`src/rtl/frame_read_arbiter.sv`:
```
`default_nettype none
// ============================================================================
// Module   : frame_read_arbiter
// Desc     : Shares one registered frame-buffer read port between a fixed-
//            priority display fetch stream and a CPU read FSM. Define
//            FRAME_ARB_STARVE_GUARD_EN to enable the CPU starvation guard.
// Revision : 1.0 - initial release
// ============================================================================
module frame_read_arbiter #(
    parameter int AW         = 15,
    parameter int DW         = 8,
    parameter int STARVE_MAX = 16
) (
    input  logic          clk,
    input  logic          rst_n,
    input  logic          vid_req,
    input  logic [AW-1:0] vid_addr,
    output logic [DW-1:0] vid_data,
    output logic          vid_valid,
    output logic          vid_drop,
    input  logic          cpu_req,
    input  logic [AW-1:0] cpu_addr,
    output logic [DW-1:0] cpu_data,
    output logic          cpu_ack,
    output logic          cpu_busy,
    output logic [AW-1:0] mem_addr,
    input  logic [DW-1:0] mem_rdata
);

    typedef enum logic [1:0] {
        C_IDLE = 2'd0,
        C_RD   = 2'd1,
        C_CAP  = 2'd2,
        C_DONE = 2'd3
    } cpu_state_t;

    typedef enum logic [1:0] {
        OWN_NONE = 2'd0,
        OWN_VID  = 2'd1,
        OWN_CPU  = 2'd2
    } owner_t;

    cpu_state_t r_state;
    cpu_state_t w_state_next;
    owner_t     r_own_s1;
    owner_t     r_own_s2;
    owner_t     w_own_new;
    logic       w_cpu_grant;
    logic       w_vid_grant;
    logic       w_force;

    if (STARVE_MAX < 1) begin : g_param_check
        $error("frame_read_arbiter: STARVE_MAX must be at least 1");
    end

`ifdef FRAME_ARB_STARVE_GUARD_EN
    localparam int            CW           = (STARVE_MAX < 2) ? 1 : $clog2(STARVE_MAX + 1);
    localparam logic [CW-1:0] C_STARVE_MAX = CW'(STARVE_MAX);

    logic [CW-1:0] r_starve;
    logic          r_vid_drop;

    assign w_force = (r_state == C_IDLE) && cpu_req && (r_starve == C_STARVE_MAX);

    // Counts only edges where the CPU is waiting on a display win; saturates.
    always_ff @(posedge clk or negedge rst_n) begin
        if (!rst_n) begin
            r_starve   <= '0;
            r_vid_drop <= 1'b0;
        end else begin
            r_vid_drop <= w_force && vid_req;
            if (w_force || !((r_state == C_IDLE) && cpu_req && vid_req)) begin
                r_starve <= '0;
            end else if (r_starve != C_STARVE_MAX) begin
                r_starve <= r_starve + CW'(1);
            end
        end
    end

    assign vid_drop = r_vid_drop;
`else
    assign w_force  = 1'b0;
    assign vid_drop = 1'b0;
`endif

    always_ff @(posedge clk or negedge rst_n) begin
        if (!rst_n) begin
            r_state <= C_IDLE;
        end else begin
            r_state <= w_state_next;
        end
    end

    always_comb begin
        w_state_next = r_state;
        w_cpu_grant  = 1'b0;
        case (r_state)
            C_IDLE: begin
                if (cpu_req && (!vid_req || w_force)) begin
                    w_cpu_grant  = 1'b1;
                    w_state_next = C_RD;
                end
            end
            C_RD:    w_state_next = C_CAP;
            C_CAP:   w_state_next = C_DONE;
            C_DONE:  w_state_next = C_IDLE;
            default: w_state_next = C_IDLE;
        endcase
    end

    assign w_vid_grant = vid_req && !w_force;

    always_comb begin
        w_own_new = OWN_NONE;
        if (w_vid_grant) begin
            w_own_new = OWN_VID;
        end else if (w_cpu_grant) begin
            w_own_new = OWN_CPU;
        end
    end

    // Two-deep owner pipeline matches the read port latency, so returning
    // data is steered by who issued the address, not by current state.
    always_ff @(posedge clk or negedge rst_n) begin
        if (!rst_n) begin
            mem_addr  <= '0;
            r_own_s1  <= OWN_NONE;
            r_own_s2  <= OWN_NONE;
            vid_data  <= '0;
            vid_valid <= 1'b0;
            cpu_data  <= '0;
        end else begin
            if (w_vid_grant) begin
                mem_addr <= vid_addr;
            end else if (w_cpu_grant) begin
                mem_addr <= cpu_addr;
            end
            r_own_s1  <= w_own_new;
            r_own_s2  <= r_own_s1;
            vid_valid <= (r_own_s2 == OWN_VID);
            if (r_own_s2 == OWN_VID) begin
                vid_data <= mem_rdata;
            end
            if ((r_own_s2 == OWN_CPU) && (r_state == C_CAP)) begin
                cpu_data <= mem_rdata;
            end
        end
    end

    assign cpu_ack  = (r_state == C_DONE);
    assign cpu_busy = (r_state != C_IDLE);

endmodule
`default_nettype wire
```
`config.mk`:
```
export PLATFORM = sky130hd
export DESIGN_NAME = frame_read_arbiter
export DESIGN_NICKNAME = d
export VERILOG_FILES = /design/src/rtl/frame_read_arbiter.sv
export SDC_FILE = /design/constraint.sdc
export NUM_CORES = 1
export LEC_CHECK = 0
export ABC_AREA = 1
export CORE_MARGIN = 1.5
export CORE_UTILIZATION = 41
export DETAILED_ROUTE_END_ITERATION = 12
export PLACE_DENSITY = 0.79
export SLEW_MARGIN = 20
export SYNTH_ARGS = -nofsm -noshare
export SYNTH_HDL_FRONTEND = slang
export SYNTH_SLANG_ARGS = --single-unit
```
`constraint.sdc`:
```
create_clock -name clk -period 1.5 [get_ports clk]
set_input_delay 0.3 -clock clk [delete_from_list [all_inputs] [get_ports clk]]
set_output_delay 0.3 -clock clk [all_outputs]
set_load 0.05 [all_outputs]
```
==> out/results.txt, run 1 <==
Library cells used by synthesis - 16
Port bufs - 75
Die width - 67.3 um
Count of final hold-check violations - 0
FP Rows - 23
Synth Register Bits - 38
Post-Synth Adder-Cell Area - 0.0295
DR vias - 1561
CTS buffer count - 5
Crit path kind - reg -> out
Clock Tree Root - clkbuf_8
Ports - 77
Leakage - 1.53 nW
Status - finished clean
Largest family of logic cells by synthesized area - simple AND/OR/NAND/NOR gates
Final Non-Filler Cells - 338
Total GRT Usage - 0.208
Most frequent cells in the layout - 112 x nand2_1, 40 x clkdlybuf4s50_1, 38 x dfrtp_1
Placed Instances - 325
Clk pin slew, worst setup/hold paths - 0.07 ns
CP max FO - 3
CTS tree - done
Worst skew pair latency - 0.28 ns
Design area - 0.00299 mm^2
Die area - 0.00453 mm^2
Power Density - 1810 mW/mm^2
Hold WC Path Type - reg -> reg
Hpwl dp - 3160 um
Dpl ws - 0.0202 ns
Cell Area, Synth - 0.00170 mm^2
Final TNS setup - 0 ns
Fin util - 0.748
Worst reg2reg path depth - 7
F_max - 696 MHz
Max Clock Skew - 0.00400 ns
Mean post-synth cell area - 8.40 um^2
Critical Path RT - 1.20 ns
Reg-to-Reg Start - r_state[1]
Most common cell after layout, fill and taps aside - nand2_1
Final Cycle Share - 0.958
Ys Warns - 0
Worst setup endpoint - cpu_busy
Area Growth Syn to Fin - 76.3%
PnR worst setup slack - 0.0636 ns
Final Slew Violations - 0
Clock Tree Buf Depth - 2
Share of the yosys chip area belonging to registers - 0.560
Post-Synth XOR/XNOR Area - 0
Max Cap Viol - 0
Reg-to-reg slack, setup - 0.12 ns
Clock Sink Count - 38
First-pass GRT wire length - 7040 um
DIE HEIGHT - 67.3 um
Final ANT Viol Nets - 0
Routability congestion estimate - 0.776
Vias in the first global route - 1500
Vias/cell - 4.62
Arrival time at the worst endpoint - 1.14 ns
# diodes - 0
Final setup violation count - 0
Largest net degree at the start of global routing - 19
DRC Markers - 0
Synth Area in Compound Gates - 0.0656
Syn_nets - 248
Crit path from - r_state[0]
CP Capture Type - primary output
# fillers - 278
Peak VDD IR - 0.000905 V
RSZ-0062 raised after global routing - no
Mux cell area share after synthesis - 0
Remaining Overflow, GRT - 0
RR Endpoint - cpu_data[5]
Startpoint types - register
Hold slack - 0.354 ns
Placed cell areas - 0.00283 mm^2
Starting Density - 0.424
Cells after Synth - 202
H-tree depth - 2
Core Footprint - 0.00400 mm^2
Tmin final - 1.44 ns
Wirelength, routed - 4140 um
Total power - 5.41 mW
DR iter-0 viols - 72
Routed WL per cell - 12.2 um
Synth Area in Simple Gates - 0.266
DR pass1 iterations - 4
Layout cells sized above 1 - 0.215
Initial antenna violation count - 0
Layout Nets - 333
metal layers:
layer	wire length, um	GRT usage	vias to the layer above
met5	0	0	-
met3	254	0.0650	4
met1	1690	0.252	724
met2	2170	0.361	54
met4	28	0.0536	0
li1	-	-	779
sequential cells by signal, summed over array words and instances (netlist names):
register / count
r_state: 2
cpu_data: 8
vid_data: 8
mem_addr: 15
r_own_s2: 2
r_own_s1: 2
vid_valid: 1
critical path: stages (launching register included):
cell,delay (ns)
dfrtp_1,0.41
inv_2,0.08
ha_4,0.17
inv_2,0.07
buf_12,0.13
what timing repair did:
action	CTS	global route
hold endpoints to repair	15	0
setup endpoints to repair	1	1
setup buffers	2	2
pin swaps	1	0
hold buffers	1	0
gates resized for setup	4	1
final cells by class:
cell class / instances / area [um^2] / share of cell area
Sequential cell: 38 / 951 / 0.318
Clock buffer: 5 / 68.8 / 0.0230
Multi-Input combinational cell: 141 / 629 / 0.210
Tap cell: 50 / 62.6 / 0.0209
Inverter: 15 / 56.3 / 0.0188
Clock inverter: 3 / 40.0 / 0.0134
Timing Repair Buffer: 86 / 1180 / 0.396
cell usage after synthesis:
cell	count	area, um^2
inv_2	1	3.75
inv_1	14	52.6
nor2_1	1	3.75
a21o_4	1	15.0
buf_6	4	45.0
nand2_2	1	6.26
buf_4	3	22.5
o21ai_0	16	80.1
buf_2	1	5.00
ha_1	4	50.1
nand2_1	112	420
a21oi_4	1	16.3
dfrtp_1	38	951
or2_2	1	6.26
nand3_1	3	15.0
conb_1	1	3.75
cells by family after synthesis:
group / Yosys count
other: 1
flip-flops: 38
AO/OA/AOI/OAI: 18
adder cells (fa/ha/maj): 4
AND/OR/NAND/NOR: 118
buffers and inverters: 23
power by group:
group	switching, mW	internal, mW	leakage, nW
Sequential	0.315	1.31	0.455
Combinational	1.53	1.43	1.01
Clock	0.333	0.489	0.0579
Total	2.18	3.23	1.53
how the worst min path moves through the flow:
stage | start | endpoint | slack [ns] | depth (start not counted)
after floorplan | rst_n | cpu_data[0] | 0.004 | 0
after global placement | rst_n | vid_data[3] | 0.23 | 1
after detailed placement | rst_n | cpu_data[3] | 0.24 | 1
after CTS | r_own_s1[0] | r_own_s2[0] | 0.35 | 0
after global routing | r_own_s1[1] | r_own_s2[1] | 0.36 | 0
final | r_own_s1[0] | r_own_s2[0] | 0.35 | 0
Power figures use the tool's default switching activity.
==> inputs of run 2 (changes only) <==
--- a/config.mk
+++ b/config.mk
@@ -6,10 +6,11 @@
 export NUM_CORES = 1
 export LEC_CHECK = 0
 export ABC_AREA = 1
+export CAP_MARGIN = 20
 export CORE_MARGIN = 1.5
-export CORE_UTILIZATION = 41
+export CORE_UTILIZATION = 50
 export DETAILED_ROUTE_END_ITERATION = 12
-export PLACE_DENSITY = 0.79
+export DONT_BUFFER_PORTS = 1
 export SLEW_MARGIN = 20
 export SYNTH_ARGS = -nofsm -noshare
 export SYNTH_HDL_FRONTEND = slang
==> run 2 against run 1 <==
  * First-iteration DRC count is 46% lower
  * Critical path type unchanged
  * Maximum frequency is 3.3% lower
  * Utilization is 13 points lower
  * Critical endpoint is now cpu_ack
  * Critical path depth is 1 lower
==> out/results.txt, run 2 (same netlist as run 1, synthesis figures left out) <==
Status - finished clean
Routed WL per cell - 13.0 um (+6.0%)
Worst skew pair latency - 0.34 ns (+0.06 ns)
H-tree depth - 2 (unchanged)
Initial antenna violation count - 0 (unchanged)
Layout cells sized above 1 - 0.135 (-0.0804)
Biggest regs - mem_addr x15, cpu_data x8, vid_data x8
DR iter-0 viols - 39 (-46%)
Slowest stage cell, crit path - dfrtp_1
Die area - 0.00375 mm^2 (-17%)
Largest register FFs - 15 (unchanged)
Final Slew Violations - 0 (unchanged)
Vias/cell - 4.91 (+6.3%)
Arrival time at the worst endpoint - 1.19 ns (+0.05 ns)
Crit path kind - reg -> out
Final setup violation count - 0 (unchanged)
Vias in the first global route - 1121 (-25%)
CTS buffer count - 5 (unchanged)
Crit path from - r_state[1]
Area Growth Syn to Fin - 14.6%
Hpwl dp - 2260 um (-29%)
CP max stage delay - 0.42 ns (about the same)
CP Capture Type - primary output
DRC Markers - 0 (unchanged)
Placed Instances - 241 (-26%)
Die width - 61.3 um (-9.0%)
Final Cycle Share - 0.991 (+0.0330)
Final Non-Filler Cells - 259 (-23%)
Sw Share - 0.481 (+0.0784)
Total GRT Usage - 0.191 (-0.0179)
Int Pwr - 2.12 mW (-34%)
Remaining Overflow, GRT - 0 (unchanged)
Total power - 4.09 mW (-24%)
Hold Startpoint - mem_rdata[0]
Hold slack - 0.109 ns (-0.245 ns)
Startpoint types - register
Critical Path RT - 1.20 ns (about the same)
Final ANT Viol Nets - 0 (unchanged)
Tmin final - 1.49 ns (+0.0495 ns)
Clock Sink Count - 38 (unchanged)
Leakage - 1.05 nW (-31%)
Layout Nets - 260 (-22%)
DR vias - 1272 (-19%)
Max Cap Viol - 0 (unchanged)
Starting Density - 0.542 (+0.118)
Largest net degree at the start of global routing - 39 (+20)
Comb power frac - 0.255 (-0.293)
Wirelength, routed - 3360 um (-19%)
FP Rows - 20 (-13%)
CP max FO - 3 (unchanged)
Seq pwr share - 0.578 (+0.278)
Clk pin slew, worst setup/hold paths - 0.11 ns (+0.04 ns)
Ports - 77 (unchanged)
DIE HEIGHT - 61.3 um (-9.0%)
Clk pwr share - 0.167 (+0.015)
Placed cell areas - 0.00171 mm^2 (-39%)
RSZ-0062 raised after global routing - yes
Cell chain of the critical path - buf_6 > ha_4 > buf_8
Most flop-heavy register - mem_addr
Core Footprint - 0.00313 mm^2 (-22%)
DR pass1 iterations - 4 (unchanged)
Count of final hold-check violations - 0 (unchanged)
Max Clock Skew - 0.00856 ns (+0.00455 ns)
Most common cell after layout, fill and taps aside - nand2_1
Routability congestion estimate - 0.777 (about the same)
Sw Pwr - 1.97 mW (-9.8%)
Power Density - 2100 mW/mm^2 (+16%)
Design area - 0.00194 mm^2 (-35%)
CTS tree - done
Clock Tree Buf Depth - 2 (unchanged)
Most frequent cells in the layout - 112 x nand2_1, 38 x dfrtp_1, 16 x o21ai_0
# diodes - 0 (unchanged)
Clock Tree Root - clkbuf_4
Reg-to-Reg Start - r_state[1]
First-pass GRT wire length - 4990 um (-29%)
F_max - 673 MHz (-3.3%)
Hold WC Path Type - in -> reg
Peak VDD IR - 0.000743 V (-18%)
Port bufs - 0 (-100%)
-- run 2: cell types whose count changed in the layout (fill, tap and decap cells not counted), moves of 2 or more --
cell	previous run	this run
clkdlybuf4s50_1	40	0
buf_12	35	3
clkbuf_4	0	5
clkbuf_8	5	0
buf_4	9	5
buf_6	0	2
clkinv_2	2	0
clkinvlp_4	0	2
-- run 2: layer usage --
metal	vias to the layer above	global-route usage	share of wire
met1	580	0.193	0.38
li1	630	-	-
met2	54	0.347	0.52
met4	0	0.0901	0.017
met3	8	0.0672	0.077
met5	-	0	0
-- run 2: area by class of cell --
class / instances / area, um^2
tap: 44 / 55.1
fill: 272 / 1180
timing repair buffer: 13 / 155
inverter: 15 / 58.8
clock inverter: 3 / 45.0
multi-input combinational: 141 / 642
clock buffer: 5 / 37.5
sequential: 38 / 951
-- run 2: repair_timing --
item	4_1_cts	5_1_grt
pin swaps	1	1
setup endpoints to repair	1	3
setup buffers	3	4
hold buffers	3	0
endpoints found under the hold margin	39	0
gates resized for setup	8	4
-- run 2: metrics by stage --
stage | setup TNS (ns) | utilization | worst slack [ns]
2_1_floorplan | 0 | - | 0.152
3_3_place_gp | 0 | 0.548 | 0.136
3_5_place_dp | 0 | 0.548 | 0.0546
4_1_cts | -0.00850 | 0.602 | -0.00850
5_1_grt | -0.0677 | 0.622 | -0.0361
6_report | 0 | 0.622 | 0.0142
-- run 2: final timing paths --
path                       cells past startpoint           to  slack (ns)
max                                            3      cpu_ack        0.01
min                                            2  cpu_data[0]        0.11
max reg2reg                                    7  mem_addr[9]        0.18
min reg2reg                                    0  r_own_s2[0]        0.36
max in group asynchronous                      2  mem_addr[4]        0.88
min in group asynchronous                      2  cpu_data[4]        0.43
-- run 2: power groups by stage --
stage          combinational [mW]  clock [mW]  sequential [mW]
6_report                     1.04       0.682             2.36
5_1_grt                      1.18       0.753             2.41
4_1_cts                     0.926       0.704             2.36
3_5_place_dp                0.753           0             2.39
3_3_place_gp                0.710           0             2.38
2_1_floorplan               0.599           0             2.33
-- run 2: critical path: cells and delay by family, from the launching register on --
family / cells / cell delay, ns
DFF: 1 / 0.42
buffers and inverters: 2 / 0.28
adders and majority gates: 1 / 0.15
